### src/rtl/tt_scan_pkg.sv
// Shared types and helpers for the truth-table scanner: FSM state encoding,
// settle-counter width and the 2^n table-width helper.
package tt_scan_pkg;

  typedef enum logic [1:0] {
    ST_IDLE   = 2'd0,
    ST_SETTLE = 2'd1,
    ST_SAMPLE = 2'd2,
    ST_DONE   = 2'd3
  } tt_state_e;

  localparam int SETTLE_W = 4;

  function automatic int tt_w(input int n);
    return 1 << n;
  endfunction

endpackage

### src/rtl/tt_scanner_if.sv
// Bus between the scanner and the expression under test.
// TT_SCAN_CHECK_EN adds the expected/match/fail_idx signals.
interface tt_scanner_if
  import tt_scan_pkg::*;
#(
  parameter int N_IN = 4
);
  localparam int TW = tt_w(N_IN);

  logic            start;
  logic [N_IN-1:0] vars;
  logic            f_in;
  logic            busy;
  logic            done;
  logic [TW-1:0]   tt_table;
  logic [N_IN:0]   ones;
`ifdef TT_SCAN_CHECK_EN
  logic [TW-1:0]   expected;
  logic            match;
  logic [N_IN-1:0] fail_idx;
`endif

  modport master (
`ifdef TT_SCAN_CHECK_EN
    output expected,
    input  match, fail_idx,
`endif
    output start, f_in,
    input  vars, busy, done, tt_table, ones
  );

  modport slave (
`ifdef TT_SCAN_CHECK_EN
    input  expected,
    output match, fail_idx,
`endif
    input  start, f_in,
    output vars, busy, done, tt_table, ones
  );

endinterface

### src/rtl/tt_settle_timer.sv
// Loadable down-counter that paces the SETTLE state; zero_o marks expiry.
module tt_settle_timer
  import tt_scan_pkg::*;
(
  input  logic                clk,
  input  logic                rst_n,
  input  logic                load_i,
  input  logic [SETTLE_W-1:0] load_val_i,
  input  logic                dec_i,
  output logic                zero_o
);

  logic [SETTLE_W-1:0] cnt_q;

  always_ff @(posedge clk) begin
    if (!rst_n) begin
      cnt_q <= '0;
    end else if (load_i) begin
      cnt_q <= load_val_i;
    end else if (dec_i && (cnt_q != '0)) begin
      cnt_q <= cnt_q - SETTLE_W'(1);
    end
  end

  assign zero_o = (cnt_q == '0);

endmodule

### src/rtl/tt_scanner.sv
// Walks an expression through every input combination and collects f into a
// minterm table plus ones count. Optional self-check: TT_SCAN_CHECK_EN.
module tt_scanner
  import tt_scan_pkg::*;
#(
  parameter int N_IN   = 4,
  parameter int SETTLE = 1
)(
  input  logic         clk,
  input  logic         rst_n,
  tt_scanner_if.slave  bus
);

  localparam int TW = tt_w(N_IN);
  localparam logic [1:0] S_IDLE   = ST_IDLE;
  localparam logic [1:0] S_SETTLE = ST_SETTLE;
  localparam logic [1:0] S_SAMPLE = ST_SAMPLE;
  localparam logic [1:0] S_DONE   = ST_DONE;
  localparam logic [1:0] S_NEXT_IDX = (SETTLE == 0) ? S_SAMPLE : S_SETTLE;
  localparam logic [N_IN:0] IDX_LAST = (N_IN+1)'(TW - 1);
  // The timer is loaded with SETTLE-1 so SETTLE cycles are spent in SETTLE.
  localparam logic [SETTLE_W-1:0] SETTLE_LD = (SETTLE > 0) ? SETTLE_W'(SETTLE - 1) : '0;

  logic [1:0]      state_q, state_d;
  logic [N_IN:0]   idx_q, idx_d;
  logic [N_IN:0]   ones_q, ones_d;
  logic [TW-1:0]   table_q, table_d;
  logic [N_IN-1:0] vars_q, vars_d;
  logic            clear, sample, tmr_load, tmr_dec, tmr_zero;

  tt_settle_timer u_timer (
    .clk        (clk),
    .rst_n      (rst_n),
    .load_i     (tmr_load),
    .load_val_i (SETTLE_LD),
    .dec_i      (tmr_dec),
    .zero_o     (tmr_zero)
  );

  always_comb begin
    state_d  = state_q;
    idx_d    = idx_q;
    ones_d   = ones_q;
    clear    = 1'b0;
    sample   = 1'b0;
    tmr_load = 1'b0;
    tmr_dec  = 1'b0;
    case (state_q)
      S_IDLE: begin
        if (bus.start) begin
          clear    = 1'b1;
          idx_d    = '0;
          ones_d   = '0;
          tmr_load = 1'b1;
          state_d  = S_NEXT_IDX;
        end
      end
      S_SETTLE: begin
        if (tmr_zero) state_d = S_SAMPLE;
        else          tmr_dec = 1'b1;
      end
      S_SAMPLE: begin
        sample = 1'b1;
        if (bus.f_in) ones_d = ones_q + (N_IN+1)'(1);
        if (idx_q == IDX_LAST) begin
          state_d = S_DONE;
        end else begin
          idx_d    = idx_q + (N_IN+1)'(1);
          tmr_load = 1'b1;
          state_d  = S_NEXT_IDX;
        end
      end
      S_DONE:  state_d = S_IDLE;
      default: state_d = S_IDLE;
    endcase
  end

  for (genvar gi = 0; gi < TW; gi++) begin : g_tbl
    assign table_d[gi] = clear ? 1'b0 :
                         (sample && (idx_q == (N_IN+1)'(gi))) ? bus.f_in : table_q[gi];
  end

  assign vars_d = ((state_d == S_SETTLE) || (state_d == S_SAMPLE)) ? idx_d[N_IN-1:0] : '0;

  always_ff @(posedge clk) begin
    if (!rst_n) begin
      state_q <= S_IDLE;
      idx_q   <= '0;
      ones_q  <= '0;
      table_q <= '0;
      vars_q  <= '0;
    end else begin
      state_q <= state_d;
      idx_q   <= idx_d;
      ones_q  <= ones_d;
      table_q <= table_d;
      vars_q  <= vars_d;
    end
  end

  assign bus.vars     = vars_q;
  assign bus.busy     = (state_q == S_SETTLE) || (state_q == S_SAMPLE);
  assign bus.done     = (state_q == S_DONE);
  assign bus.tt_table = table_q;
  assign bus.ones     = ones_q;

`ifdef TT_SCAN_CHECK_EN
  logic [TW-1:0]   expected_q, diff;
  logic            match_q;
  logic [N_IN-1:0] fail_idx_q, fail_idx_d;

  // Lowest differing index wins, so scan from the top down.
  always_comb begin
    diff       = table_d ^ expected_q;
    fail_idx_d = '0;
    for (int i = TW - 1; i >= 0; i--) begin
      if (diff[i]) fail_idx_d = N_IN'(i);
    end
  end

  always_ff @(posedge clk) begin
    if (!rst_n) begin
      expected_q <= '0;
      match_q    <= 1'b0;
      fail_idx_q <= '0;
    end else if (clear) begin
      expected_q <= bus.expected;
      match_q    <= 1'b0;
      fail_idx_q <= '0;
    end else if (sample && (idx_q == IDX_LAST)) begin
      match_q    <= (diff == '0);
      fail_idx_q <= fail_idx_d;
    end
  end

  assign bus.match    = match_q;
  assign bus.fail_idx = fail_idx_q;
`endif

endmodule
### src/flat_wrapper.sv
// flat-port wrapper written by rule: the top's interface ports become plain ports
module tt_scanner_flat import tt_scan_pkg::*;
#(
  parameter int N_IN   = 4,
  parameter int SETTLE = 1
)
  (clk, rst_n, bus_start, bus_f_in, bus_vars, bus_busy, bus_done, bus_tt_table, bus_ones);
  tt_scanner_if #(.N_IN(N_IN)) bus_i ();
  input  logic clk;
  input  logic rst_n;
  input wire logic [$bits(bus_i.start)-1:0] bus_start;
  input wire logic [$bits(bus_i.f_in)-1:0] bus_f_in;
  output wire logic [$bits(bus_i.vars)-1:0] bus_vars;
  output wire logic [$bits(bus_i.busy)-1:0] bus_busy;
  output wire logic [$bits(bus_i.done)-1:0] bus_done;
  output wire logic [$bits(bus_i.tt_table)-1:0] bus_tt_table;
  output wire logic [$bits(bus_i.ones)-1:0] bus_ones;
  assign bus_i.start = bus_start;
  assign bus_i.f_in = bus_f_in;
  assign bus_vars = bus_i.vars;
  assign bus_busy = bus_i.busy;
  assign bus_done = bus_i.done;
  assign bus_tt_table = bus_i.tt_table;
  assign bus_ones = bus_i.ones;
  tt_scanner #(.N_IN(N_IN), .SETTLE(SETTLE)) u_core (.clk(clk), .rst_n(rst_n), .bus(bus_i));
endmodule
### config.mk
export PLATFORM = sky130hd
export DESIGN_NAME = tt_scanner_flat
export DESIGN_NICKNAME = d
export VERILOG_FILES = /design/src/rtl/tt_scan_pkg.sv /design/src/rtl/tt_scanner_if.sv /design/src/rtl/tt_settle_timer.sv /design/src/rtl/tt_scanner.sv /design/src/flat_wrapper.sv
export SDC_FILE = /design/constraint.sdc
export NUM_CORES = 1
export LEC_CHECK = 0
export BUFFER_PORTS_ARGS = -buffer_cell sky130_fd_sc_hd__buf_2
export CORE_ASPECT_RATIO = 0.6
export CORE_MARGIN = 1
export CORE_UTILIZATION = 30
export DETAILED_ROUTE_END_ITERATION = 8
export GPL_TIMING_DRIVEN = 0
export HOLD_SLACK_MARGIN = 0.06
export PLACE_DENSITY = 0.55
export SETUP_SLACK_MARGIN = 0.1
export SYNTH_ARGS = -nofsm -noshare
export SYNTH_HDL_FRONTEND = slang
export SYNTH_SLANG_ARGS = --single-unit
### constraint.sdc
create_clock -name clk -period 1.9 [get_ports clk]
set_input_delay 0.38 -clock clk [delete_from_list [all_inputs] [get_ports clk]]
set_output_delay 0.38 -clock clk [all_outputs]
set_load 0.02 [all_outputs]
==> reports/qor.yml <==
run_status:
  status: "finished, final reports clean"
critical_path:
  crit_start: "u_core.u_timer.cnt_q[1]"
  start_kind: "register"
  cp.buffers_inverters: 1
  crit_family: "compound AO/OA/AOI/OAI gates"
  crit_chain: "inv_2, ha_4, or3b_4, a211o_4, o211a_4, a2111oi_2"
  arrival_ns: 2.03
  crit_slowest_cell: "or3b_4"
  r2r-end: "u_core.bus.vars[3]"
  cp_max_fo: 4
  regToRegStartpoint: "u_core.u_timer.cnt_q[1]"
  max_stage_delay_ns: 0.41
  crit_path_end_kind: "register"
  crit_required_ns: 2.09
  r2r_slack_ns: 0.07
  reg2reg_depth: 6
  path_class: "register to register"
grt:
  grt_pass1_wl_um: 6910
  grt_max_degree: 13
  gr-total-overflow: 0
  grt_usage: 0.151
  antenna_found_initial: 0
  grt_pass1_vias: 1411
clock_tree:
  cts.htree.levels: 2
  cts-root-buf: "clkbuf_8"
  cts-buffers-inserted: 5
  clk_latency_ns: 0.29
  clk_pin_slew_worst_paths_ns: 0.07
  clkSinkCount: 36
  ctsHoldBuffers: 0
  cts_buffer_depth: 2
  tritoncts: "yes"
worst_hold_path:
  hold_depth: 2
  hold_path_class: "register to register"
  min_to: "u_core.bus.tt_table[10]"
  holdCritStartpoint: "u_core.bus.tt_table[10]"
floorplanning:
  die_area_mm2: 0.00606
  die_w_um: 99.8
  die-height_um: 60.7
  core-area_mm2: 0.00528
  std_cell_rows: 20
  ioPinCount: 31
  initial_utilization: 0.326
logic_synthesis:
  netlist_top_cells_area: "dfxtp_1, ha_1, nor2_1"
  synth_async_sr_flop_share: 0
  ys_types: 41
  synth_seq_cells: 36
  syn_inst: 203
  synth-edff-count: 0
  synth_top_cell_by_area: "dfxtp_1"
  syn_avg_cell_area_um2: 8.49
  ys.flop_type: "dfxtp_1"
  ys_seq_area_frac: 0.418
  synthesis.nets: 217
  synth.cell_area_mm2: 0.00172
  synth_warnings: 0
  synth_top_area_frac: 0.418
placement:
  io_buffers: 29
  hpwlAfterDp_um: 2860
  place_area_mm2: 0.00196
  place.gp.congestion: 0.738
finish:
  utilization: 0.426
  area_growth_pct: 30.4
  fillerInstances: 541
  design_area_mm2: 0.00225
  nets: 262
  antenna_cells: 0
  drive_above_1_share: 0.297
drt:
  wl_um: 4190
  ant_nets: 0
  drtIter0Drc: 55
  avgViaCountPerCell: 4.71
  drc: 0
  wl_per_cell_um: 12.9
  num_vias: 1534
  first_pass_iters: 4
timing:
  fin_setup_tns_ns: 0
  clock-skew-final_ns: 0.00262
  drv_slew: 0
  maxSlewHeadroom: 0.703
  whs_ns: 0.475
  fmax_ghz: 0.545
  rsz0062_at_grt: "true"
  tightest_slew_ns: 0.446
  min_period_ns: 1.83
  setup_viol: 0
  finalCritPeriodShare: 0.965
  hold_viol: 0
pwr:
  p_total_w: 0.00203
  p_leak_nw: 0.891
  vdd_ir_drop_max_uv: 316
  p_per_area_mw_per_mm2: 904
run:
  drv_cap: 0
## how the worst max path moves through the flow
stage	depth (start not counted)	endpoint	slack, ns
after floorplan	6	u_core.bus.vars[0]	0.14
after global placement	5	u_core.bus.vars[3]	-0.18
after detailed placement	5	u_core.bus.vars[3]	-0.10
after CTS	6	u_core.bus.vars[3]	0.05
after global routing	6	u_core.bus.vars[3]	-0.007
final	6	u_core.bus.vars[3]	0.07
## cells by family after synthesis
kind of cell | synth area share
AND/OR/NAND/NOR | 0.230
AO/OA/AOI/OAI | 0.173
buffers and inverters | 0.0399
multiplexers | 0.0356
XOR/XNOR | 0.0305
adder cells (fa/ha/maj) | 0.0726
flip-flops | 0.418
## per-stage QoR
step           worst slack [ns]  instances
2_1_floorplan             0.137        203
3_3_place_gp             -0.183        309
3_5_place_dp             -0.101        309
4_1_cts                  0.0521        324
5_1_grt                -0.00691        326
6_report                 0.0661        326
## synthesized netlist by cell type, drive strengths merged, types with 4 or more instances
library cell,instances
dfxtp,36
nor2,25
nand2,22
o21ai,16
a21oi,15
ha,10
inv,8
clkbuf,7
mux2i,5
nand2b,5
nand3,5
nor3,5
xor2,5
nand3b,4
## layout make-up
| class | instances | area (µm²) | area share |
|---|---|---|---|
| repair buffers | 38 | 213 | 0.0947 |
| plain buffers | 9 | 50.0 | 0.0223 |
| flip-flops and latches | 36 | 724 | 0.322 |
| multi-input cells | 150 | 1040 | 0.464 |
| well taps | 77 | 96.3 | 0.0429 |
| clock buffers | 5 | 68.8 | 0.0306 |
| inverters | 8 | 32.5 | 0.0145 |
| clock inverters | 3 | 18.8 | 0.00835 |
## cells in the final DEF, fill, tap and decap left out, types with 4 or more instances in the layout
cell and count:
xor2_1 5, a21oi_1 15, o21ai_0 16, nand2b_1 4
nand3_1 5, nand2_1 22, nor2_1 25, ha_1 8
buf_4 10, clkbuf_8 5, nand3b_1 4, mux2i_1 5
inv_1 4, buf_2 29, clkbuf_1 5, dfxtp_1 33
## worst min-delay path, delay by kind of cell (launching register included)
family | cells | cell delay, ns
AO/OA/AOI/OAI | 2 | 0.12
flip-flops | 1 | 0.31
## timing repair
action,in CTS,in global routing
buffers inserted,7,2
pin swaps,9,2
endpoints found under the setup margin,8,10
gates resized for setup,20,12
## sequential cells by signal, summed over array words and instances (netlist names)
register and count:
u_core.bus.tt_table 16, u_core.bus.ones 5, u_core.idx_q 5, u_core.bus.vars 4, u_core.u_timer.cnt_q 4, u_core.state_q 2
## report_power, final
group          leakage (nW)  total [W]  internal (W)  switching (W)
Clock                0.0479   0.000542      0.000255       0.000287
Sequential            0.292   0.000835      0.000793      0.0000416
Combinational         0.552   0.000655      0.000262       0.000393
## metal layers
| layer | track usage | part of all wire | up-vias |
|---|---|---|---|
| met1 | 0.221 | 0.56 | 716 |
| li1 | - | - | 784 |
| met5 | 0 | 0 | - |
| met4 | 0.0504 | 0.0093 | 0 |
| met2 | 0.211 | 0.38 | 30 |
| met3 | 0.0449 | 0.043 | 4 |
No activity file was read; power rests on OpenSTA's default activity.
